<file path="src/rtl/icache.sv">
// -----------------------------------------------------------------------------
// icache -- direct-mapped, read-only instruction cache.
//
// Fetch lookups are answered combinationally. On a miss, the whole line is
// refilled word by word from backing memory over a request/acknowledge
// handshake. Words are always fetched in order, starting at word 0. A bus
// error aborts the refill and leaves the line invalid. The error is reported
// to fetch for one cycle.
//
// Optional feature macro: ICACHE_PERF_COUNT_EN builds the hit/miss counters.
// When it is not defined, Hit_Count and Miss_Count are tied to 0.
//
// Ports:
//   CLK, RESET          clock; asynchronous active-high reset
//   Instr_address_fIF   fetch byte address (bits [1:0] ignored)
//   Instr1_2IF          fetched word; 0 unless Valid_2IF == 2'b01
//   Valid_2IF           00 busy/miss, 01 hit, 10 memory error
//   Flush               invalidate all lines
//   Mem_Req, Mem_Addr   refill word request and its word address
//   Mem_Ack, Mem_Data,  refill response; Mem_Err is qualified by Mem_Ack
//   Mem_Err
//   Hit_Count,          performance counters
//   Miss_Count
// -----------------------------------------------------------------------------
module icache #(
   parameter int INDEX_BITS  = 4,
   parameter int OFFSET_BITS = 2
) (
   input  logic        CLK,
   input  logic        RESET,
   input  logic [31:0] Instr_address_fIF,
   output logic [31:0] Instr1_2IF,
   output logic [1:0]  Valid_2IF,
   input  logic        Flush,
   output logic        Mem_Req,
   output logic [31:0] Mem_Addr,
   input  logic        Mem_Ack,
   input  logic [31:0] Mem_Data,
   input  logic        Mem_Err,
   output logic [31:0] Hit_Count,
   output logic [31:0] Miss_Count
);
   localparam int LINES  = 1 << INDEX_BITS;
   localparam int WORDS  = 1 << OFFSET_BITS;
   localparam int LINE_W = 30 - OFFSET_BITS;      // word-address bits above the offset
   localparam int TAG_W  = LINE_W - INDEX_BITS;

   typedef enum logic [1:0] {S_IDLE, S_REFILL, S_ERROR} state_e;

   state_e                 state_q;
   logic [LINES-1:0]       valid_q;
   logic [TAG_W-1:0]       tag_q  [LINES];
   logic [31:0]            data_q [LINES*WORDS];
   logic [LINE_W-1:0]      line_q;                // latched {tag, index} of the line being filled
   logic [OFFSET_BITS-1:0] cnt_q;                 // next word to request
   logic                   flush_pend_q;
   logic                   mem_req_q;

   // Fetch address fields
   logic [TAG_W-1:0]       f_tag;
   logic [INDEX_BITS-1:0]  f_index;
   logic [OFFSET_BITS-1:0] f_word;
   assign f_tag   = Instr_address_fIF[31 -: TAG_W];
   assign f_index = Instr_address_fIF[2+OFFSET_BITS +: INDEX_BITS];
   assign f_word  = Instr_address_fIF[2 +: OFFSET_BITS];

   logic unused_addr_bits;
   assign unused_addr_bits = ^Instr_address_fIF[1:0];

   // Refill line fields
   logic [INDEX_BITS-1:0]  r_index;
   logic [TAG_W-1:0]       r_tag;
   assign r_index = line_q[INDEX_BITS-1:0];
   assign r_tag   = line_q[LINE_W-1 -: TAG_W];

   logic hit, fill_ack, last_word, flush_now;
   assign hit       = (state_q == S_IDLE) && valid_q[f_index] && (tag_q[f_index] == f_tag);
   assign fill_ack  = (state_q == S_REFILL) && Mem_Ack && !Mem_Err;
   assign last_word = &cnt_q;
   assign flush_now = Flush | flush_pend_q;

   assign Mem_Req  = mem_req_q;
   assign Mem_Addr = {line_q, cnt_q, 2'b00};

   // Flush is never pending outside REFILL, where hit is already 0,
   // so a pending flush always reads as busy.
   always_comb begin
      // NOTE: defaults first so every path assigns; otherwise a latch is inferred.
      Valid_2IF = 2'b00;
      if (!Flush) begin
         if (state_q == S_ERROR) Valid_2IF = 2'b10;
         else if (hit)           Valid_2IF = 2'b01;
      end
      Instr1_2IF = (Valid_2IF == 2'b01) ? data_q[{f_index, f_word}] : '0;
   end

   // Control FSM
   // NOTE: sequential state uses non-blocking assignments so every register samples pre-edge values.
   always_ff @(posedge CLK or posedge RESET) begin
      if (RESET) begin
         state_q      <= S_IDLE;
         valid_q      <= '0;
         line_q       <= '0;
         cnt_q        <= '0;
         flush_pend_q <= 1'b0;
         mem_req_q    <= 1'b0;
      end else begin
         case (state_q)
            S_IDLE: begin
               if (Flush) begin
                  valid_q <= '0;
               end else if (!hit) begin
                  line_q           <= Instr_address_fIF[31:2+OFFSET_BITS];
                  cnt_q            <= '0;
                  valid_q[f_index] <= 1'b0;      // evicted line is never visible half-filled
                  mem_req_q        <= 1'b1;
                  state_q          <= S_REFILL;
               end
            end
            S_REFILL: begin
               if (Flush) flush_pend_q <= 1'b1;
               if (Mem_Ack) begin
                  if (Mem_Err) begin
                     mem_req_q <= 1'b0;
                     state_q   <= S_ERROR;
                  end else begin
                     cnt_q <= cnt_q + OFFSET_BITS'(1);
                     if (last_word) begin
                        valid_q[r_index] <= 1'b1;
                        mem_req_q        <= 1'b0;
                        state_q          <= S_IDLE;
                     end
                  end
                  // A flush seen during the refill wins over the line just filled.
                  if ((Mem_Err || last_word) && flush_now) begin
                     valid_q      <= '0;
                     flush_pend_q <= 1'b0;
                  end
               end
            end
            S_ERROR: begin
               if (Flush) valid_q <= '0;
               state_q <= S_IDLE;
            end
            default: state_q <= S_IDLE;
         endcase
      end
   end

   // NOTE: tag and data arrays are not reset; the valid bits alone decide whether their contents are used.
   always_ff @(posedge CLK) begin
      if (fill_ack) data_q[{r_index, cnt_q}] <= Mem_Data;
      if (fill_ack && last_word) tag_q[r_index] <= r_tag;
   end

`ifdef ICACHE_PERF_COUNT_EN
   logic [31:0] hit_cnt_q, miss_cnt_q;

   always_ff @(posedge CLK or posedge RESET) begin
      if (RESET) begin
         hit_cnt_q  <= '0;
         miss_cnt_q <= '0;
      end else begin
         if (hit && !Flush)                            hit_cnt_q  <= hit_cnt_q + 32'd1;
         if ((state_q == S_IDLE) && !Flush && !hit)    miss_cnt_q <= miss_cnt_q + 32'd1;
      end
   end

   assign Hit_Count  = hit_cnt_q;
   assign Miss_Count = miss_cnt_q;
`else
   assign Hit_Count  = '0;
   assign Miss_Count = '0;
`endif

endmodule

</file>
<file path="config.mk">
export PLATFORM = sky130hd
export DESIGN_NAME = icache
export DESIGN_NICKNAME = d
export VERILOG_FILES = /design/src/rtl/icache.sv
export SDC_FILE = /design/constraint.sdc
export NUM_CORES = 2
export LEC_CHECK = 0
export ABC_AREA = 1
export BUFFER_PORTS_ARGS = -buffer_cell sky130_fd_sc_hd__clkbuf_2
export CAP_MARGIN = 40
export CELL_PAD_IN_SITES_DETAIL_PLACEMENT = 0
export CELL_PAD_IN_SITES_GLOBAL_PLACEMENT = 1
export CORE_MARGIN = 4
export CORE_UTILIZATION = 40
export CTS_CLUSTER_SIZE = 40
export DETAILED_ROUTE_END_ITERATION = 10
export PLACE_DENSITY_LB_ADDON = 0.1
export SYNTH_ARGS = -nofsm -noshare
export SYNTH_HDL_FRONTEND = slang
export SYNTH_SLANG_ARGS = --single-unit
</file>
<file path="constraint.sdc">
create_clock -name CLK -period 10.85 [get_ports CLK]
set_input_delay 1.085 -clock CLK [delete_from_list [all_inputs] [get_ports CLK]]
set_output_delay 1.085 -clock CLK [all_outputs]
set_load 0.02 [all_outputs]
</file>
# ---- After elaboration in Yosys (flattened, before gate mapping)
# Memory sizes are Yosys's and may differ from the RTL's.
# Cells that the tools add are included.
dict set report totals {
  in_bits 69
  ramBits 2432
  output_inout_bits 131
  regBits 50
  n_memories 2
  word_cells 93
}
# memory words word_bits rd rd_ports_with_merged_regs write_ports line
set mem_list {}
lappend mem_list {data_q 64 32 1 0 1 53} ;# logic [31:0] data_q [LINES*WORDS];
lappend mem_list {tag_q 16 24 1 0 1 52} ;# logic [TAG_W-1:0] tag_q [LINES];
dict set report op_classes {
  add_sub_neg 1
  reduce_logical 19
  n_bitwise 6
  n_mux 42
  magnitude_cmp 4
  eq_ne 13
}
# op count
set ops {}
lappend ops {{16-bit 2-to-1 mux} 7}
lappend ops {{16-bit case mux with 3 select lines} 1}
lappend ops {{32-bit 2-to-1 mux} 1}
lappend ops {{24-bit equality test} 1}
lappend ops {{2-bit 2-to-1 mux} 11}
lappend ops {{16-bit AND} 1}
lappend ops {{1-bit 2-to-1 mux} 16}
lappend ops {{16-bit inverter} 1}
lappend ops {{16-bit bitwise OR} 1}
lappend ops {{4-bit by 5-bit less-than comparator with 1-bit output, second input constant} 2}
lappend ops {{2-bit inequality test, second input constant} 5}
lappend ops {{5-bit AND reduction} 2}
lappend ops {{1-bit demux with 4-bit select} 2}
lappend ops {{4-bit by 1-bit >= comparator with 1-bit output, second input constant} 2}
lappend ops {{1-bit logical AND} 8}
lappend ops {{2-bit case mux with 2 select lines} 2}
lappend ops {{3-bit by 2-bit inequality test with 1-bit output, second input constant} 2}
lappend ops {{3-bit inequality test, second input constant} 2}
lappend ops {{6-bit AND reduction} 1}
lappend ops {{1-bit binary-select mux with 4-bit select} 1}
lappend ops {{2-bit by 1-bit equality test with 1-bit output, second input constant} 2}
lappend ops {{4-bit AND reduction} 1}
lappend ops {{3-bit AND reduction} 1}
lappend ops {{3-bit nonzero test} 1}
lappend ops {{10 further kinds} 11}

# ---- Depth between registers and ports, before layout
dict set report logic_depth {
  word_depth 10
  ltp_mapped 22
  depth_no_buf 19
}

# ---- Worst setup path after synthesis
# OpenSTA, ideal clock, no wires.
dict set report synth_path {
  path_kind {in2out}
  startpoint {input port Instr_address_fIF[4]}
  endpoint {output port Instr1_2IF[25]}
  arrival_time_ps 3090
  path_slack_ps 6675
  t_required_ps 9765
  path_buffers 4
  path_stages 19
  path_cell_list {buf_4 > buf_2 > buf_2 > nand2_1 > nand2_1 > nand2_1 > nand2_1 > nand2_1 > nand2_1 > nor2_1 > nor2_1 > nor2_1 > nand3_1 > nor2_1 > nand2_1 > nor2_1 > nand4_1 > buf_2 > nor2_1}
}
dict set report synth_between {
  elab_chain_len 9
  word_cells_on_any_way 12
  cone_classes {eq/ne (2); mux (6); reduce/logical (2); memory (2)}
}
# item line
set synth_rtl {}
lappend synth_rtl {{from (decl)} 31} ;# input logic [31:0] Instr_address_fIF,
lappend synth_rtl {{branches (longest 8 deep; another with memory 16 x 24 bit)} --}
lappend synth_rtl {{32-bit 2-to-1 mux *} 94} ;# Instr1_2IF = (Valid_2IF == 2'b01) ? data_q[{f_index, f_word}] : '0;
lappend synth_rtl {{to (decl)} 32} ;# output logic [31:0] Instr1_2IF,
# Every way passes the cells marked *. The select of a mux whose other input is x is not followed.

# ---- Worst setup path in the final report
dict set report layout_path {
  startpoint {input port Instr_address_fIF[4]}
  endpoint {output port Instr1_2IF[26]}
}
# The elaborated chain is that of the path after synthesis.

==> results.cfg <==
[setup_path]
path_common_cell = buf_4
path_class = input pin to output pin
crit_fanout = 63
cp_num_buf_inv = 8
reg2reg_depth = 6
cp_data_arrival_time_ps = 5950
cp.required_ps = 9770
max_stage_delay_ps = 660
crit_path_start_kind = input pin
cp.depth = 15
critPathCaptureType = output pin
path_cells = buf_4, inv_4, nor2_4, inv_4, buf_4, buf_4, nor2_2, inv_1, o21ai_0, inv_1, o221ai_1, nor2_1, nand4_1, nor2_1, clkbuf_2
cp_slowest_cell = inv_1
critical_path.top_delay_family = buffers and inverters

[placement]
gp_routability_congestion = 0.794
place_area_um2 = 105000
portBuffers = 131
dp_hpwl_um = 194000

[synthesis]
synth_simple_gate_area_share_pct = 11.3
synthMuxAreaShare_pct = 0
synth_top_family_by_area = simple AND/OR/NAND/NOR gates
ys_ff_latch = 2482
avgSynthCellArea_um2 = 13.0
synth-async-reset-ratio_pct = 2.01
synth_ff_type = edfxtp_1
synthTopCellsByArea = edfxtp_1 74%, nand2_1 9.3%, a21oi_1 3.8%
yosysTopAreaCellShare_pct = 74.0
synthesis.area_um2 = 98700
netlist_instances = 7620
synthDistinctLibCells = 47
synth_xor_area_share_pct = 0
yosysTopAreaCell = edfxtp_1
synth_compound_area_share_pct = 10.6
synth.yosys.warnings = 0
ys_seq_area_share_pct = 75.3
synthAdderAreaFrac_pct = 0.0634
synth_edf_count = 2432

[drt]
drt_wl_total_um = 344000
drtIter0Drc = 7314
route.detailed.drc = 0
routedWlPerCell_um = 30.5
dr.pass1.iters = 6
avgViaCountPerCell = 5.75
vias = 64700
drtAntennaViolNets = 0

[run]
cap_violations = 0

[die]
die_w_um = 505
start_util_pct = 40.2
die_h_um = 505
io_pins = 200
die-area_um2 = 255000
core_um2 = 246000
core.rowCount = 182

[clock_tree]
clock-sinks = 2482
cts_tree = built
clock_latency_ps = 940
cts_buffer_depth = 4
post-cts-setup-buffers = 0
cts_made_buffers = 287
cts_resized = 0
htreeDepth = 5
root_buffer = clkbuf_16
clk_pin_slew_ps = 50
ctsHoldBuffers = 0

[finish]
final_area_um2 = 114000
multi_input_area_um2 = 22500
fin_nets = 7917
regArea_um2 = 74300
synthToLayoutAreaGrowth_pct = 15.0
fill_cells = 21900
drive_gt1_share_pct = 10.9

[power]
p_total_uw = 21900
ir_worst_vdd_mv = 0.132
p_leak_uw = 0.0390
powerDensity_nw_per_um2 = 193

[sta]
fmax_ghz = 0.142
setup_viol_count_final = 0
maxSlewViolCount = 0
post-route-period-util_pct = 64.9
timing.final.hold_violations = 0
worst_pin_slew_ps = 1060
maxSlewHeadroom_pct = 29.4
rsz0062_at_grt = no
finClkSkew_ps = 44.4
timing.setup.tns_ps = 0
period_minus_slack_ps = 7040

[grt]
grt-ovfl-total = 0
grtUsageTotal_pct = 26.3
grt_pass1_wl_um = 479000
grt_pass1_vias = 60600
grt_max_degree = 178
antenna_found_initial = 21

[outcome]
outcome = finished clean

[min_path]
holdCritPathClass = input pin to async pin
-- synthesized netlist by cell type (50+ instances only) --
cell type,count
nand2_1,2442
edfxtp_1,2432
a21oi_1,758
clkbuf_1,329
nor2_1,251
a22oi_1,193
a32o_1,179
o22ai_1,121
nand3_1,114
o21ai_0,111
a32oi_1,103
inv_1,82
buf_2,72
buf_4,70
buf_1,67
dfrtp_1,50
-- per-layer routing --
metal / GRT usage, % / part of all wire [%]
met1: 38.4 / 44
met2: 41.5 / 46
met3: 4.00 / 7.3
met4: 6.76 / 2.6
met5: 0 / 0.0038
-- where the power goes --
group          total, uW  internal [uW]  leakage, uW  switching (uW)
Combinational       1760            424       0.0123            1340
Clock               9010           5250      0.00416            3760
Sequential         11100          10800       0.0225             233
Total              21900          16500       0.0390            5330
-- cell usage in the layout (no fill, tap or decap), drive strengths merged, types with 104 or more instances in the layout --
cell type | netlist | routed
nor2 | 256 | 256
a21oi | 758 | 758
clkinv | 12 | 104
clkbuf | 329 | 505
buf | 211 | 281
a32o | 179 | 179
o21ai | 117 | 117
a22oi | 193 | 193
nand3 | 115 | 115
edfxtp | 2432 | 2432
o22ai | 121 | 121
nand2 | 2444 | 2444
-- logic make-up after synthesis --
group / after synthesis
simple gates: 2887
flops: 2482
compound gates: 1604
buf+inv: 641
fa+ha+maj: 5
other cells: 1
-- metrics by stage --
stage	worst slack [ps]	cells	utilization, %	hold slack [ps]
after floorplan	6670	7685	-	464
after global placement	3660	10700	42.2	479
after detailed placement	3840	10800	42.7	489
after CTS	3830	11300	46.2	373
after global routing	3670	11300	46.2	416
final	3810	11300	46.2	404
-- layout make-up --
class,count,area share [%]
tap,3220,3.55
sequential,2482,65.4
antenna,3,0.00661
multi-input combinational,4562,19.8
inverter,101,0.356
clock inverter,110,0.706
clock buffer,377,6.79
timing repair buffer,409,3.33
-- sequential cells by signal, indices dropped and copies added (netlist names) --
name	flops
state_q	2
Mem_Req	1
cnt_q	2
flush_pend_q	1
tag_q	384
valid_q	16
line_q	28
data_q	2048
-- worst min-delay path: cells and delay by family --
| kind | cells | cell delay [ps] |
|---|---|---|
| buffers and inverters | 3 | 750 |
-- final timing paths --
check,start,endpoint,slack [ps]
min in group CLK,Instr_address_fIF[14],line_q[10],440
max,Instr_address_fIF[4],Instr1_2IF[26],3810
min,RESET,Mem_Req,400
min reg2reg,valid_q[3],valid_q[3],500
max in group asynchronous,RESET,line_q[16],9890
max reg2reg,line_q[2],data_q[3][15],7040
No activity file was read; power rests on OpenSTA's default activity.
